### config.mk
export PLATFORM = sky130hd
export DESIGN_NAME = conv_controller_flat
export DESIGN_NICKNAME = d
export VERILOG_FILES = /design/src/rtl/conv_ctrl_pkg.sv /design/src/rtl/conv_ctrl_if.sv /design/src/rtl/ctrl_en_decode.sv /design/src/rtl/conv_controller.sv /design/src/flat_wrapper.sv
export SDC_FILE = /design/constraint.sdc
export NUM_CORES = 1
export LEC_CHECK = 0
export CAP_MARGIN = 20
export CORE_ASPECT_RATIO = 0.9
export CORE_MARGIN = 4
export CORE_UTILIZATION = 31
export DETAILED_ROUTE_END_ITERATION = 8
export GPL_ROUTABILITY_DRIVEN = 0
export PLACE_DENSITY = 0.79
export SLEW_MARGIN = 20
export SYNTH_ARGS = -nofsm -noshare
export SYNTH_HDL_FRONTEND = slang
export SYNTH_SLANG_ARGS = --single-unit
### constraint.sdc
create_clock -name clk -period 2 [get_ports clk]
set_input_delay 0.4 -clock clk [delete_from_list [all_inputs] [get_ports clk]]
set_output_delay 0.4 -clock clk [all_outputs]
set_load 0.01 [all_outputs]
### src/rtl/conv_ctrl_pkg.sv
// +----------------------------------------------------------------------+
// | conv_ctrl_pkg                                                        |
// | Shared states, mux selects and sequencing constants for the          |
// | convolution controller.                                              |
// | Rev 1.0                                                              |
// +----------------------------------------------------------------------+
`default_nettype none

package conv_ctrl_pkg;

    typedef enum logic [3:0] {
        IDLE  = 4'd0,
        INIT  = 4'd1,
        FLT   = 4'd2,
        WIN   = 4'd3,
        MASK  = 4'd4,
        MAC   = 4'd5,
        WB    = 4'd6,
        SLIDE = 4'd7,
        DONE  = 4'd8
    } state_t;

    localparam logic [1:0] SEL_X = 2'd0;
    localparam logic [1:0] SEL_Y = 2'd1;
    localparam logic [1:0] SEL_Z = 2'd2;

    localparam int MAC_LEN   = 16;
    localparam int POSITIONS = 13;
    localparam int WIN_ROWS  = 4;

    function automatic int ptr_width(input int n);
        return (n > 1) ? $clog2(n) : 1;
    endfunction

endpackage

`default_nettype wire

### src/rtl/conv_ctrl_if.sv
// +----------------------------------------------------------------------+
// | conv_ctrl_if                                                         |
// | Controller <-> convolution datapath control bundle.                  |
// | Rev 1.0                                                              |
// +----------------------------------------------------------------------+
`default_nettype none

interface conv_ctrl_if #(
    parameter int N = 4
);
    logic            start;
    logic            cout3;
    logic            cout5;
    logic            busy;
    logic            done;
    logic [1:0]      sel;
    logic            wr, shift, en10, en12, rst12;
    logic            rst3, rst5, rst6, rst7, rst8, rst9, rst11, rstN;
    logic            en3, en5, en6, en7, en8, en9, en11;
    logic [15:0]     en2;
    logic [15:0]     en4;
    logic [16*N-1:0] en1;

    // Master is the controller; slave is the datapath/stimulus side.
    modport master (
        input  start, cout3, cout5,
        output busy, done, sel, wr, shift, en10, en12, rst12,
               rst3, rst5, rst6, rst7, rst8, rst9, rst11, rstN,
               en3, en5, en6, en7, en8, en9, en11, en2, en4, en1
    );
    modport slave (
        output start, cout3, cout5,
        input  busy, done, sel, wr, shift, en10, en12, rst12,
               rst3, rst5, rst6, rst7, rst8, rst9, rst11, rstN,
               en3, en5, en6, en7, en8, en9, en11, en2, en4, en1
    );
endinterface

`default_nettype wire

### src/rtl/ctrl_en_decode.sv
// +----------------------------------------------------------------------+
// | ctrl_en_decode                                                       |
// | Combinational decode of filter/window/mask load enables.             |
// | Rev 1.0                                                              |
// +----------------------------------------------------------------------+
`default_nettype none

module ctrl_en_decode
    import conv_ctrl_pkg::*;
#(
    parameter int N  = 4,
    parameter int PW = 2
) (
    input  state_t          state_i,
    input  logic [PW-1:0]   p_i,
    input  logic [1:0]      q_i,
    input  logic [1:0]      r_i,
    output logic [16*N-1:0] en1_o,
    output logic [15:0]     en2_o,
    output logic [15:0]     en4_o
);

    for (genvar pe = 0; pe < N; pe++) begin : g_pe
        assign en1_o[16*pe +: 16] = (state_i == FLT && p_i == PW'(pe))
                                  ? (16'h000F << {q_i, 2'b00}) : 16'h0000;
    end

    always_comb begin
        en2_o = 16'h0000;
        en4_o = 16'h0000;
        case (state_i)
            WIN:     en2_o = 16'h000F << {r_i, 2'b00};
            // A slide brings one new column into the last row slot.
            SLIDE:   en2_o = 16'hF000;
            MASK:    en4_o = 16'hFFFF;
            default: ;
        endcase
    end

endmodule

`default_nettype wire

### src/rtl/conv_controller.sv
// +----------------------------------------------------------------------+
// | conv_controller                                                      |
// | Sequencing FSM for the convolution datapath (filter, window, MAC).   |
// | Rev 1.0                                                              |
// +----------------------------------------------------------------------+
`default_nettype none

module conv_controller
    import conv_ctrl_pkg::*;
#(
    parameter int N = 4
) (
    input  logic       clk,
    input  logic       rst,
    conv_ctrl_if.master bus
);

    localparam int PW = ptr_width(N);

    state_t        state_q, state_d;
    logic [PW-1:0] p_q, p_d;
    logic [1:0]    q_q, q_d;
    logic [1:0]    r_q, r_d;

    always_ff @(posedge clk) begin
        if (rst) begin
            state_q <= IDLE;
            p_q     <= '0;
            q_q     <= '0;
            r_q     <= '0;
        end else begin
            state_q <= state_d;
            p_q     <= p_d;
            q_q     <= q_d;
            r_q     <= r_d;
        end
    end

    always_comb begin
        state_d = state_q;
        p_d     = p_q;
        q_d     = q_q;
        r_d     = r_q;
        case (state_q)
            IDLE:  if (bus.start) state_d = INIT;
            INIT: begin
                p_d     = '0;
                q_d     = '0;
                r_d     = '0;
                state_d = FLT;
            end
            FLT: begin
                q_d = q_q + 2'd1;
                if (q_q == 2'd3) begin
                    p_d = p_q + 1'b1;
                    if (p_q == PW'(N - 1)) state_d = WIN;
                end
            end
            WIN: begin
                r_d = r_q + 2'd1;
                if (r_q == 2'(WIN_ROWS - 1)) state_d = MASK;
            end
            MASK:  state_d = MAC;
            MAC:   if (bus.cout5) state_d = WB;
            WB:    state_d = bus.cout3 ? DONE : SLIDE;
            SLIDE: state_d = MASK;
            DONE:  state_d = IDLE;
            default: state_d = IDLE;
        endcase
    end

    always_comb begin
        bus.busy  = (state_q != IDLE);
        bus.done  = 1'b0;
        bus.sel   = SEL_X;
        bus.wr    = 1'b0;
        bus.shift = 1'b0;
        bus.en10  = 1'b0;
        bus.en12  = 1'b0;
        bus.rst12 = 1'b0;
        bus.rst3  = 1'b0;
        bus.rst5  = 1'b0;
        bus.rst6  = 1'b0;
        bus.rst7  = 1'b0;
        bus.rst8  = 1'b0;
        bus.rst9  = 1'b0;
        bus.rst11 = 1'b0;
        bus.rstN  = 1'b0;
        bus.en3   = 1'b0;
        bus.en5   = 1'b0;
        bus.en6   = 1'b0;
        bus.en7   = 1'b0;
        bus.en8   = 1'b0;
        bus.en9   = 1'b0;
        bus.en11  = 1'b0;
        case (state_q)
            INIT: begin
                bus.rst3  = 1'b1;
                bus.rst5  = 1'b1;
                bus.rst6  = 1'b1;
                bus.rst7  = 1'b1;
                bus.rst8  = 1'b1;
                bus.rst9  = 1'b1;
                bus.rst11 = 1'b1;
                bus.rst12 = 1'b1;
                bus.rstN  = 1'b1;
            end
            FLT: begin
                bus.sel = SEL_Z;
                bus.en7 = 1'b1;
                bus.en8 = 1'b1;
            end
            WIN: begin
                bus.en6  = 1'b1;
                bus.en11 = 1'b1;
            end
            MASK: bus.rst5 = 1'b1;
            MAC: begin
                bus.en5  = 1'b1;
                bus.en12 = 1'b1;
            end
            WB: begin
                bus.sel   = SEL_Y;
                bus.wr    = 1'b1;
                bus.en10  = 1'b1;
                bus.en9   = 1'b1;
                bus.rst12 = 1'b1;
            end
            SLIDE: begin
                bus.shift = 1'b1;
                bus.en3   = 1'b1;
                bus.en6   = 1'b1;
            end
            DONE: bus.done = 1'b1;
            default: ;
        endcase
    end

    ctrl_en_decode #(
        .N  (N),
        .PW (PW)
    ) u_decode (
        .state_i (state_q),
        .p_i     (p_q),
        .q_i     (q_q),
        .r_i     (r_q),
        .en1_o   (bus.en1),
        .en2_o   (bus.en2),
        .en4_o   (bus.en4)
    );

endmodule

`default_nettype wire

### src/flat_wrapper.sv
// flat-port wrapper written by rule: the top's interface ports become plain ports
module conv_controller_flat import conv_ctrl_pkg::*;
#(
    parameter int N = 4
)
  (clk, rst, bus_start, bus_cout3, bus_cout5, bus_busy, bus_done, bus_sel, bus_wr, bus_shift, bus_en10, bus_en12, bus_rst12, bus_rst3, bus_rst5, bus_rst6, bus_rst7, bus_rst8, bus_rst9, bus_rst11, bus_rstN, bus_en3, bus_en5, bus_en6, bus_en7, bus_en8, bus_en9, bus_en11, bus_en2, bus_en4, bus_en1);
  conv_ctrl_if #(.N(N)) bus_i ();
  input  logic clk;
  input  logic rst;
  input wire logic [$bits(bus_i.start)-1:0] bus_start;
  input wire logic [$bits(bus_i.cout3)-1:0] bus_cout3;
  input wire logic [$bits(bus_i.cout5)-1:0] bus_cout5;
  output wire logic [$bits(bus_i.busy)-1:0] bus_busy;
  output wire logic [$bits(bus_i.done)-1:0] bus_done;
  output wire logic [$bits(bus_i.sel)-1:0] bus_sel;
  output wire logic [$bits(bus_i.wr)-1:0] bus_wr;
  output wire logic [$bits(bus_i.shift)-1:0] bus_shift;
  output wire logic [$bits(bus_i.en10)-1:0] bus_en10;
  output wire logic [$bits(bus_i.en12)-1:0] bus_en12;
  output wire logic [$bits(bus_i.rst12)-1:0] bus_rst12;
  output wire logic [$bits(bus_i.rst3)-1:0] bus_rst3;
  output wire logic [$bits(bus_i.rst5)-1:0] bus_rst5;
  output wire logic [$bits(bus_i.rst6)-1:0] bus_rst6;
  output wire logic [$bits(bus_i.rst7)-1:0] bus_rst7;
  output wire logic [$bits(bus_i.rst8)-1:0] bus_rst8;
  output wire logic [$bits(bus_i.rst9)-1:0] bus_rst9;
  output wire logic [$bits(bus_i.rst11)-1:0] bus_rst11;
  output wire logic [$bits(bus_i.rstN)-1:0] bus_rstN;
  output wire logic [$bits(bus_i.en3)-1:0] bus_en3;
  output wire logic [$bits(bus_i.en5)-1:0] bus_en5;
  output wire logic [$bits(bus_i.en6)-1:0] bus_en6;
  output wire logic [$bits(bus_i.en7)-1:0] bus_en7;
  output wire logic [$bits(bus_i.en8)-1:0] bus_en8;
  output wire logic [$bits(bus_i.en9)-1:0] bus_en9;
  output wire logic [$bits(bus_i.en11)-1:0] bus_en11;
  output wire logic [$bits(bus_i.en2)-1:0] bus_en2;
  output wire logic [$bits(bus_i.en4)-1:0] bus_en4;
  output wire logic [$bits(bus_i.en1)-1:0] bus_en1;
  assign bus_i.start = bus_start;
  assign bus_i.cout3 = bus_cout3;
  assign bus_i.cout5 = bus_cout5;
  assign bus_busy = bus_i.busy;
  assign bus_done = bus_i.done;
  assign bus_sel = bus_i.sel;
  assign bus_wr = bus_i.wr;
  assign bus_shift = bus_i.shift;
  assign bus_en10 = bus_i.en10;
  assign bus_en12 = bus_i.en12;
  assign bus_rst12 = bus_i.rst12;
  assign bus_rst3 = bus_i.rst3;
  assign bus_rst5 = bus_i.rst5;
  assign bus_rst6 = bus_i.rst6;
  assign bus_rst7 = bus_i.rst7;
  assign bus_rst8 = bus_i.rst8;
  assign bus_rst9 = bus_i.rst9;
  assign bus_rst11 = bus_i.rst11;
  assign bus_rstN = bus_i.rstN;
  assign bus_en3 = bus_i.en3;
  assign bus_en5 = bus_i.en5;
  assign bus_en6 = bus_i.en6;
  assign bus_en7 = bus_i.en7;
  assign bus_en8 = bus_i.en8;
  assign bus_en9 = bus_i.en9;
  assign bus_en11 = bus_i.en11;
  assign bus_en2 = bus_i.en2;
  assign bus_en4 = bus_i.en4;
  assign bus_en1 = bus_i.en1;
  conv_controller #(.N(N)) u_core (.clk(clk), .rst(rst), .bus(bus_i));
endmodule
==> summary.md, run 1 <==
| Metric | Value |
|---|---|
| First-pass GRT wire length | 7293 um |
| Fin crit share | ~100% |
| Cell family with most CP delay | simple AND/OR/NAND/NOR gates |
| Vias in the first global route | 1410 |
| Sequential share of power | 16.9% |
| Sw frac | between 40% and 50% |
| Crit-path max cell delay | approximately 0.34 ns |
| Placed cells | 320 |
| Setup violators final | 0 |
| Worst Path Max Fanout | 6 |
| Filler cells | just over 500 |
| Layout area overhead | 41.03% |
| Antenna cells | 0 |
| Worst R2R Path Depth | 9 |
| Skew final | 0.0005243 ns |
| Starting Density | 32.70% |
| Clock latency at the later pin of the worst-skew pair | 0.24 ns |
| Pwr per Cell Area | approximately 750 nW/um^2 |
| Slew Limit Fails | 0 |
| Gr ovfl total | 0 |
| Die width | 83.97 um |
| P_sw | 0.0007126 W |
| Syn Nets | 229 |
| Final Util | 46.11% |
| Worst-margin pin slew | around 0.49 ns |
| Top area cells in the synthesized netlist | buf_4 (41%), dfxtp_1 (12%), ha_1 (9.3%), and3_1 (7.8%), nand2_1 (3.7%) |
| Relative slew slack | 67.40% |
| Max-cap violations | 0 |
| RSZ-0062 raised after global routing | yes |
| Total number of cells along the worst setup path | 4 |
| Final WL | 4591 um |
| Drt wl/cell | ~14 um |
| CP Cell Sequence | nor4b_4 -> buf_4 -> and3_4 -> dlygate4sd2_1 |
| Hold Path Cell Cnt | 2 |
| Total GRT Usage | 13.58% |
| Critical-path top delay cell | dfxtp_2 |
| Critical path endpoint category | output pin |
| CTS max path bufs | 2 |
| DR pass1 iterations | 4 |
| Post-synth cell types | 37 |
| Fmax | between 0.5 and 0.6 GHz |
| Post-route antenna net violation count | 0 |
| CTS root buf | clkbuf_8 |
| Hold Worst Slack | 0.5026 ns |
| Routed via count | around 1500 |
| Setup TNS | 0 ns |
| Final HPWL DP | 3608 um |
| Top post-synthesis cells by count | buf_4 (88), and3_1 (20), nand2_1 (16) |
| Tmin final | 1.954 ns |
| Dominant synthesized flop cell | dfxtp_1 |
| CTS tree | done |
| YS warnings | 0 |
| Mapped Cells | 212 |
| Leak | 1.371 nW |
| Status | completed |
| Top-area cell type share of the netlist area | 41.03% |
| Async set-reset flop share out of synthesis | 0% |
| Vias/cell | 4.503 |
| Row count | 24 |
| Hold buffer count at CTS | 0 |
| Drt drc | 0 |
| Mapped Area | 1610 um^2 |
| Final-stage net count | 284 |
| Number of I/O port buffers | 124 |
| Crit Path Category | reg2out |
| DIE AREA | 6413 um^2 |
| Cts bufs inserted | 3 |
| # clock sinks | 10 |
| Buffers & Inverters on Critical Path | 2 |
| WP data arrival | 1.55 ns |
| Area leader, netlist | buf_4 |
| Max VDD drop | roughly 0.40 mV |
| Share of cells above drive strength 1 | 43.02% |
| Core area | 4925 um^2 |
| DRT iter0 DRCs | 35 |
| EDFF count, synth | 0 |
| I/O Pins | 125 |
| #FFs+latches synth | 10 |
| Min-Delay Path Class | reg2reg |
| Worst-path clk slew | 0.05 ns |
| Post-synthesis sequential area ratio | 12.43% |
| Mean Syn Cell Area | 7.596 um^2 |
| Clock Power Share | 12.5% |
| Initial antenna violation count | 0 |
| Die H | 76.38 um |
| Combinational power share | 70.6% |
| H-tree lvl count | 1 |
| Power Internal | 0.0009828 W |
| Crit path required time | 1.60 ns |
| Post-route insts no fill | 330 |
| Largest net degree at the start of global routing | 17 |
| Startpoint Class | flop |
| Most common cell in the netlist | buf_4 |
| Hold Violations, Final | 0 |
-- cells by family after synthesis --
family | count (synthesis) | synth area share [%]
multiplexers | 3 | 2.175
buffers and inverters | 106 | 46.00
AO/OA/AOI/OAI | 14 | 6.527
adder cells (fa/ha/maj) | 12 | 9.324
flip-flops | 10 | 12.43
AND/OR/NAND/NOR | 67 | 23.54
-- cells in the final DEF (no fill, tap or decap), drive strengths merged --
master,instances
a2bb2oi,1
a31oi,1
clkbuf,15
o21a,1
nor4b,2
o21ai,1
or4b,1
a21bo,1
or3b,1
nor3,4
nor2,10
and2,1
dlygate4sd2,44
clkdlybuf4s15,18
mux2i,2
nand3b,1
nand3,2
a221o,1
a32oi,1
or3,1
ha,12
nand2b,5
and3,20
a21oi,5
a21o,1
dfxtp,10
dlymetal6s2s,2
buf,66
nand2,16
mux2,1
inv,10
o41ai,1
clkdlybuf4s50,4
nor3b,1
nand4,2
-- flip-flops by register name (all words and copies together) (netlist names) --
register and flops:
u_core.state_q 4, u_core.p_q 2, u_core.q_q 2, u_core.r_q 2
-- stage by stage --
step / power [W] / instance area, um^2 / setup slack [ns]
2_1_floorplan: 0.001014 / 1615 / 0.06322
3_3_place_gp: 0.001432 / 2347 / -0.09676
3_5_place_dp: 0.001454 / 2347 / -0.1168
4_1_cts: 0.001661 / 2222 / -0.005866
5_1_grt: 0.001816 / 2271 / -0.02368
6_report: 0.001695 / 2271 / 0.04624
-- worst paths after layout --
| kind | startpoint | end | slack, ns |
|---|---|---|---|
| setup / recovery | u_core.state_q[3] | bus_en1[28] | 0.05 |
| hold / removal | u_core.r_q[1] | u_core.r_q[1] | 0.50 |
| setup reg to reg | u_core.state_q[1] | u_core.state_q[2] | 0.08 |
| hold reg to reg | u_core.r_q[1] | u_core.r_q[1] | 0.50 |
-- power by group through the flow --
stage / registers (W) / logic, W / clock network (W)
2_1_floorplan: 0.000252 / 0.000761 / 0
3_3_place_gp: 0.000272 / 0.00116 / 0
3_5_place_dp: 0.000274 / 0.00118 / 0
4_1_cts: 0.000287 / 0.00115 / 0.000221
5_1_grt: 0.000292 / 0.00130 / 0.000228
6_report: 0.000286 / 0.00120 / 0.000213
-- worst register-to-register path, cell delays in order (launching register included) --
cell     delay, ns
dfxtp_2       0.34
nor4b_4       0.14
buf_4         0.16
buf_6         0.12
buf_4         0.12
buf_4         0.12
buf_4         0.14
a32oi_2       0.16
a21bo_2       0.26
o41ai_2       0.26
-- what timing repair did --
| action | in CTS | in global routing |
|---|---|---|
| resized for setup | 284 | 55 |
| setup endpoints to repair | 120 | 40 |
| pin swaps | 1 | 2 |
| setup buffers | 4 | 1 |
| cloned | 2 | 0 |
-- per-layer routing --
metal  vias up  global-route usage [%]  routed length [um]
li1        711                       -                   -
met1       679                   14.90                1755
met2        87                   24.80                2318
met3         9                   4.432                 451
met4         0                   3.859                  66
met5         -                       0                   0
-- cell type report --
type	count	area, um^2	share of cell area [%]
clock buffers	3	41.29	1.818
inverters	10	40.04	1.763
multi-input cells	96	774.5	34.10
flip-flops and latches	10	210.2	9.256
well taps	65	81.33	3.581
repair buffers	146	1124	49.48
Note: power is estimated with default switching activity, not from simulation.
==> run 2: changes to the inputs <==
--- a/config.mk
+++ b/config.mk
@@ -7,7 +7,7 @@
 export LEC_CHECK = 0
 export CAP_MARGIN = 20
 export CORE_ASPECT_RATIO = 0.9
-export CORE_MARGIN = 4
+export CORE_MARGIN = 10
 export CORE_UTILIZATION = 31
 export DETAILED_ROUTE_END_ITERATION = 8
 export GPL_ROUTABILITY_DRIVEN = 0
==> run 2 against run 1 <==
Effect of this change: worst setup slack got worse by 0.014 ns; hold slack about the same; power increased by 5.3%; sequential share of layout area decreased by 0.66 points; first-iteration DRC count increased by 49%; count of clock-buffer cells in the layout increased by 1; utilization increased by 2.9 points; global-route usage decreased by 2.3 points; flip-flop and latch count unchanged; critical path depth increased by 1; clock power increased by 22%; highest routed layer unchanged; cell count increased by 1.2%.
==> summary.md, run 2 (synthesized netlist as in run 1, its figures left out) <==
| Metric | Value |
|---|---|
| Pwr per Cell Area | 739.3 nW/um^2 (-0.98%) |
| Min-Delay Path Class | reg2reg |
| DRT iter0 DRCs | 52 (+49%) |
| # clock sinks | 10 (unchanged) |
| CTS max path bufs | 2 (unchanged) |
| Placed cells | 320 (unchanged) |
| Final-stage net count | 287 (+1.1%) |
| Routed via count | 1467 (-1.3%) |
| Crit path top cell by count | buf_4 |
| Drt wl/cell | 16.70 um (+20%) |
| Leak | 1.371 nW (about the same) |
| Critical path endpoint category | output pin |
| Buffers & Inverters on Critical Path | 3 (+1) |
| DIE AREA | 8481 um^2 (+32%) |
| Status | completed |
| Commonest non-fill, non-tap cell in the layout | buf_6 |
| CP Cell Sequence | nor4b_4 -> buf_4 -> buf_4 -> and3_4 -> buf_4 |
| Final HPWL DP | 4405 um (+22%) |
| Tmin final | 1.967 ns (+0.01351 ns) |
| Max FFs per register | 4 (unchanged) |
| Starting Density | 32.70% (unchanged) |
| Combinational power share | 69.9% (-0.7 points) |
| Worst-path clk slew | 0.05 ns (about the same) |
| Max-cap violations | 0 (unchanged) |
| Fin crit share | 98.36% (+0.68 points) |
| Clock Power Share | 14.6% (+2.1 points) |
| Hold buffer count at CTS | 0 (unchanged) |
| Drt drc | 0 (unchanged) |
| WP data arrival | 1.57 ns (+0.02 ns) |
| Initial antenna violation count | 0 (unchanged) |
| DR pass1 iterations | 4 (unchanged) |
| Setup violators final | 0 (unchanged) |
| Sequential share of power | 15.5% (-1.4 points) |
| Hold Worst Slack | 0.5022 ns (-0.0004410 ns) |
| RSZ-0062 raised after global routing | yes |
| Antenna cells | 0 (unchanged) |
| CTS tree | done |
| Die width | 95.97 um (+14%) |
| Crit path required time | 1.60 ns (about the same) |
| Core area | 4925 um^2 (unchanged) |
| I/O Pins | 125 (unchanged) |
| Post-route insts no fill | 334 (+1.2%) |
| P_sw | 0.0007503 W (+5.3%) |
| Sw frac | 42.03% (about the same) |
| Post-route antenna net violation count | 0 (unchanged) |
| Vias/cell | 4.392 (-2.5%) |
| Final Cell Area | 2415 um^2 (+6.3%) |
| Number of I/O port buffers | 124 (unchanged) |
| H-tree lvl count | 1 (unchanged) |
| Share of cells above drive strength 1 | 50.56% (+7.5 points) |
| Worst Path Max Fanout | 5 (-1) |
| Power Internal | 0.001035 W (+5.3%) |
| Final WL | 5579 um (+22%) |
| Startpoint Class | flop |
| Relative slew slack | 66.74% (-0.67 points) |
| Critical-path top delay cell | dfxtp_4 |
| Total GRT Usage | 11.30% (-2.3 points) |
| Cell family with most CP delay | simple AND/OR/NAND/NOR gates |
| Hold Violations, Final | 0 (unchanged) |
| Vias in the first global route | 1398 (-0.85%) |
| Largest Register | u_core.state_q |
| Most frequent cells in the layout | buf_6 (38), dlygate4sd2_1 (36), buf_4 (28) |
| Crit Path Category | reg2out |
| Max VDD drop | 0.4597 mV (+14%) |
| Crit-path max cell delay | 0.36 ns (+0.02 ns) |
| Layout area overhead | 49.96% |
| Die H | 88.38 um (+16%) |
| Gr ovfl total | 0 (unchanged) |
| Fmax | 0.5083 GHz (-0.69%) |
| First-pass GRT wire length | 7748 um (+6.2%) |
| Setup TNS | 0 ns (unchanged) |
| Skew final | 0.001218 ns (+0.0006939 ns) |
| Worst-margin pin slew | 0.4974 ns (+0.009995 ns) |
| Slew Limit Fails | 0 (unchanged) |
| Row count | 24 (unchanged) |
| Area post-placement | 2347 um^2 (unchanged) |
| Cts bufs inserted | 3 (unchanged) |
| Largest net degree at the start of global routing | 18 (+1) |
| Clock latency at the later pin of the worst-skew pair | 0.24 ns (about the same) |
| CTS root buf | clkbuf_8 |
==> run 2: cell count changes in the layout (fill, tap and decap cells not counted), moves of 2 or more <==
cell             previous run  this run
dlygate4sd2_1              44        36
clkdlybuf4s15_1            17         8
buf_6                       9        38
buf_4                      18        28
clkbuf_2                   12         9
buf_2                      39        25
dlymetal6s2s_1              2         0
==> run 2: worst register-to-register path, stage by stage (launching register included) <==
cell and delay [ns]:
dfxtp_4 0.36, nor4b_4 0.32, buf_4 0.19, buf_6 0.11
buf_4 0.10, buf_4 0.09, buf_4 0.09, nand2_1 0.07
mux2_4 0.32, nor2_2 0.07
==> run 2: area by class of cell <==
| class | count | area, um^2 |
|---|---|---|
| sequential | 10 | 207.7 |
| fill | 487 | 2510 |
| inverter | 10 | 40.04 |
| timing repair buffer | 149 | 1255 |
| tap | 65 | 81.33 |
| multi-input combinational | 96 | 775.7 |
| clock buffer | 4 | 55.05 |
==> run 2: final timing paths <==
path / endpoint / depth (start not counted) / from / slack [ns]
max: bus_en1[19] / 5 / u_core.state_q[3] / 0.03
min reg2reg: u_core.r_q[0] / 2 / u_core.r_q[0] / 0.50
min: u_core.r_q[0] / 2 / u_core.r_q[0] / 0.50
max reg2reg: u_core.p_q[0] / 9 / u_core.state_q[3] / 0.22
==> run 2: repair_timing <==
action	4_1_cts	5_1_grt
gates resized for setup	351	94
setup endpoints to repair	120	86
pin swaps	1	1
setup buffers	7	1
cloned	2	1
hold endpoints to repair	0	0
==> run 2: routing by layer <==
| metal | up-vias | GRT usage (%) | routed length (um) |
|---|---|---|---|
| met5 | - | 0 | 0 |
| met4 | 0 | 0.8032 | 6 |
| met3 | 2 | 5.334 | 680 |
| met2 | 93 | 20.11 | 2641 |
| met1 | 649 | 12.48 | 2251 |
| li1 | 723 | - | - |
==> run 2: metrics by stage <==
stage	total power [W]	utilization [%]	worst slack, ns
after floorplan	0.001014	-	0.06322
after global placement	0.001466	47.66	-0.09529
after detailed placement	0.001484	47.66	-0.1471
after CTS	0.001763	45.12	-0.05310
after global routing	0.001922	49.03	-0.01821
final	0.001785	49.03	0.03272
==> run 2: power groups by stage <==
stage	clock (W)	sequential, W	combinational [W]
final	0.000260	0.000277	0.00125
after global routing	0.000281	0.000282	0.00136
after CTS	0.000267	0.000274	0.00122
after detailed placement	0	0.000266	0.00122
after global placement	0	0.000266	0.00120
after floorplan	0	0.000252	0.000761
==> run 3: changes to the inputs <==
--- a/config.mk
+++ b/config.mk
@@ -12,6 +12,7 @@
 export DETAILED_ROUTE_END_ITERATION = 8
 export GPL_ROUTABILITY_DRIVEN = 0
 export PLACE_DENSITY = 0.79
+export SKIP_LAST_GASP = 1
 export SLEW_MARGIN = 20
 export SYNTH_ARGS = -nofsm -noshare
 export SYNTH_HDL_FRONTEND = slang
==> run 3 against run 2 <==
Effect of this change: non-clock buffer count decreased by 1; cell count decreased by 0.30%; flip-flop and latch count unchanged; worst setup slack got worse by 0.0091 ns; largest power group unchanged.
==> summary.md, run 3 (synthesized netlist as in run 1, its figures left out) <==
| Metric | Value |
|---|---|
| DIE AREA | 8481 um^2 (unchanged) |
| H-tree lvl count | 1 (unchanged) |
| Die width | 95.97 um (unchanged) |
| Slew Limit Fails | 0 (unchanged) |
| Setup violators final | 0 (unchanged) |
| Gr ovfl total | 0 (unchanged) |
| Vias/cell | 4.450 (+1.3%) |
| First-pass GRT wire length | 7893 um (+1.9%) |
| Vias in the first global route | 1461 (+4.5%) |
| Max-cap violations | 0 (unchanged) |
| # clock sinks | 10 (unchanged) |
| DR pass1 iterations | 4 (unchanged) |
| Combinational power share | 70.4% (+0.5 points) |
| Initial antenna violation count | 0 (unchanged) |
| WP data arrival | 1.58 ns (about the same) |
| Leak | 1.400 nW (+2.2%) |
| Cts bufs inserted | 3 (unchanged) |
| Max FFs per register | 4 (unchanged) |
| Worst-margin pin slew | 0.4878 ns (-0.009594 ns) |
| Hold buffer count at CTS | 0 (unchanged) |
| Critical R2R Launch | u_core.state_q[3] |
| Number of I/O port buffers | 124 (unchanged) |
| Flop-to-flop setup slack | 0.30 ns (+0.08 ns) |
| Placed cells | 320 (unchanged) |
| Post-route insts no fill | 333 (-0.30%) |
| Share of cells above drive strength 1 | 48.13% (-2.4 points) |
| Relative slew slack | 67.38% (+0.64 points) |
| Row count | 24 (unchanged) |
| Tmin final | 1.976 ns (+0.009054 ns) |
| Final-stage net count | 286 (-0.35%) |
| Drt wl/cell | 16.93 um (+1.4%) |
| CP Cell Sequence | nor4b_4 -> buf_4 -> buf_6 -> and3_4 -> buf_2 |
| Most frequent cells in the layout | buf_6 (50), dlygate4sd2_1 (45), buf_4 (28) |
| P_sw | 0.0007552 W (+0.66%) |
| Fmax | 0.5060 GHz (-0.46%) |
| Worst Hold Launch | u_core.r_q[0] |
| Antenna cells | 0 (unchanged) |
| Critical-path top delay cell | dfxtp_4 |
| Largest net degree at the start of global routing | 18 (unchanged) |
| Fin crit share | 98.82% (+0.45 points) |
| Routed via count | 1482 (+1.0%) |
| Hold Path Cell Cnt | 2 (unchanged) |
| Hold path endpoint | u_core.r_q[0] |
| Commonest non-fill, non-tap cell in the layout | buf_6 |
| CTS tree | done |
| Worst Path Max Fanout | 5 (unchanged) |
| Pwr per Cell Area | 726.4 nW/um^2 (-1.7%) |
| Skew final | 0.0009925 ns (-0.0002258 ns) |
| Clock latency at the later pin of the worst-skew pair | 0.24 ns (about the same) |
| Core area | 4925 um^2 (unchanged) |
| Power Internal | 0.001057 W (+2.1%) |
| I/O Pins | 125 (unchanged) |
| Worst R2R Path Depth | 8 (-1) |
| R2R Path End | u_core.p_q[0] |
| Startpoint Class | flop |
| Worst-path clk slew | 0.05 ns (about the same) |
| Layout area overhead | 54.93% |
| Crit path required time | 1.60 ns (about the same) |
| Max VDD drop | 0.4551 mV (-1.0%) |
| Critical path endpoint category | output pin |
| Largest Register | u_core.state_q |
| Sequential share of power | 15.3% (-0.2 points) |
| CTS max path bufs | 2 (unchanged) |
| Min-Delay Path Class | reg2reg |
| Sw frac | 41.67% (-0.36 points) |
| Die H | 88.38 um (unchanged) |
| Crit Path Category | reg2out |
| Final Util | 50.66% (+1.6 points) |
| Clock Power Share | 14.3% (-0.3 points) |
| Starting Density | 32.70% (unchanged) |
| CTS root buf | clkbuf_8 |
| Final WL | 5639 um (+1.1%) |
| Final HPWL DP | 4405 um (unchanged) |
| Total GRT Usage | 11.49% (+0.19 points) |
| DRT iter0 DRCs | 45 (-13%) |
| Final Power | 0.001812 W (+1.5%) |
| Drt drc | 0 (unchanged) |
| Crit-path max cell delay | 0.36 ns (about the same) |
| Status | completed |
| Hold Violations, Final | 0 (unchanged) |
| RSZ-0062 raised after global routing | yes |
| Post-route antenna net violation count | 0 (unchanged) |
==> run 3: worst max path at each step <==
stage,from,to,cells past startpoint
floorplan,u_core.state_q[1],bus_rst5,4
global placement,u_core.state_q[2],bus_en1[50],4
detailed placement,u_core.state_q[2],bus_en1[53],4
CTS,u_core.state_q[0],bus_en1[53],5
global route,u_core.state_q[2],bus_rst11,3
finish,u_core.state_q[3],bus_en1[28],5
==> run 3: cell type report <==
class | instances | area (um^2)
clock buffer | 4 | 55.05
timing repair buffer | 148 | 1338
inverter | 10 | 37.54
sequential | 10 | 207.7
tap | 65 | 81.33
fill | 497 | 2430
multi-input combinational | 96 | 775.7
==> run 3: critical path: cells and delay by family (launching register included) <==
kind                   cells  cell delay, ns
buffers and inverters      3            0.43
flip-flops                 1            0.36
AND/OR/NAND/NOR            2            0.53
==> run 3: metal layers <==
metal | up-vias | share of wire [%] | GRT usage, %
li1 | 718 | - | -
met1 | 669 | 38 | 12.33
met2 | 91 | 48 | 20.60
met3 | 4 | 13 | 5.250
met4 | 0 | 0.71 | 1.740
met5 | - | 0 | 0
==> run 3: power by group through the flow <==
stage | Clock [W] | Combinational, W | Sequential [W]
after global placement | 0 | 0.00120 | 0.000266
final | 0.000260 | 0.00128 | 0.000277
after CTS | 0.000267 | 0.00124 | 0.000274
after floorplan | 0 | 0.000761 | 0.000252
after global routing | 0.000281 | 0.00138 | 0.000282
after detailed placement | 0 | 0.00122 | 0.000266
==> run 3: timing repair <==
item	CTS	global route
gates resized for setup	303	153
hold endpoints to repair	0	0
buffers inserted	7	0
gates cloned	2	1
pin swaps	1	1
endpoints found under the setup margin	120	93
==> run 3: through the flow <==
stage	hold slack, ns	setup TNS, ns	area (um^2)	setup WS [ns]
CTS	0.4998	-1.833	2515	-0.08919
detailed placement	0.4924	-8.252	2347	-0.1471
floorplan	0.4648	0	1615	0.06322
global placement	0.4853	-5.438	2347	-0.09529
global route	0.5337	-0.8005	2495	-0.03639
finish	0.5015	0	2495	0.02367
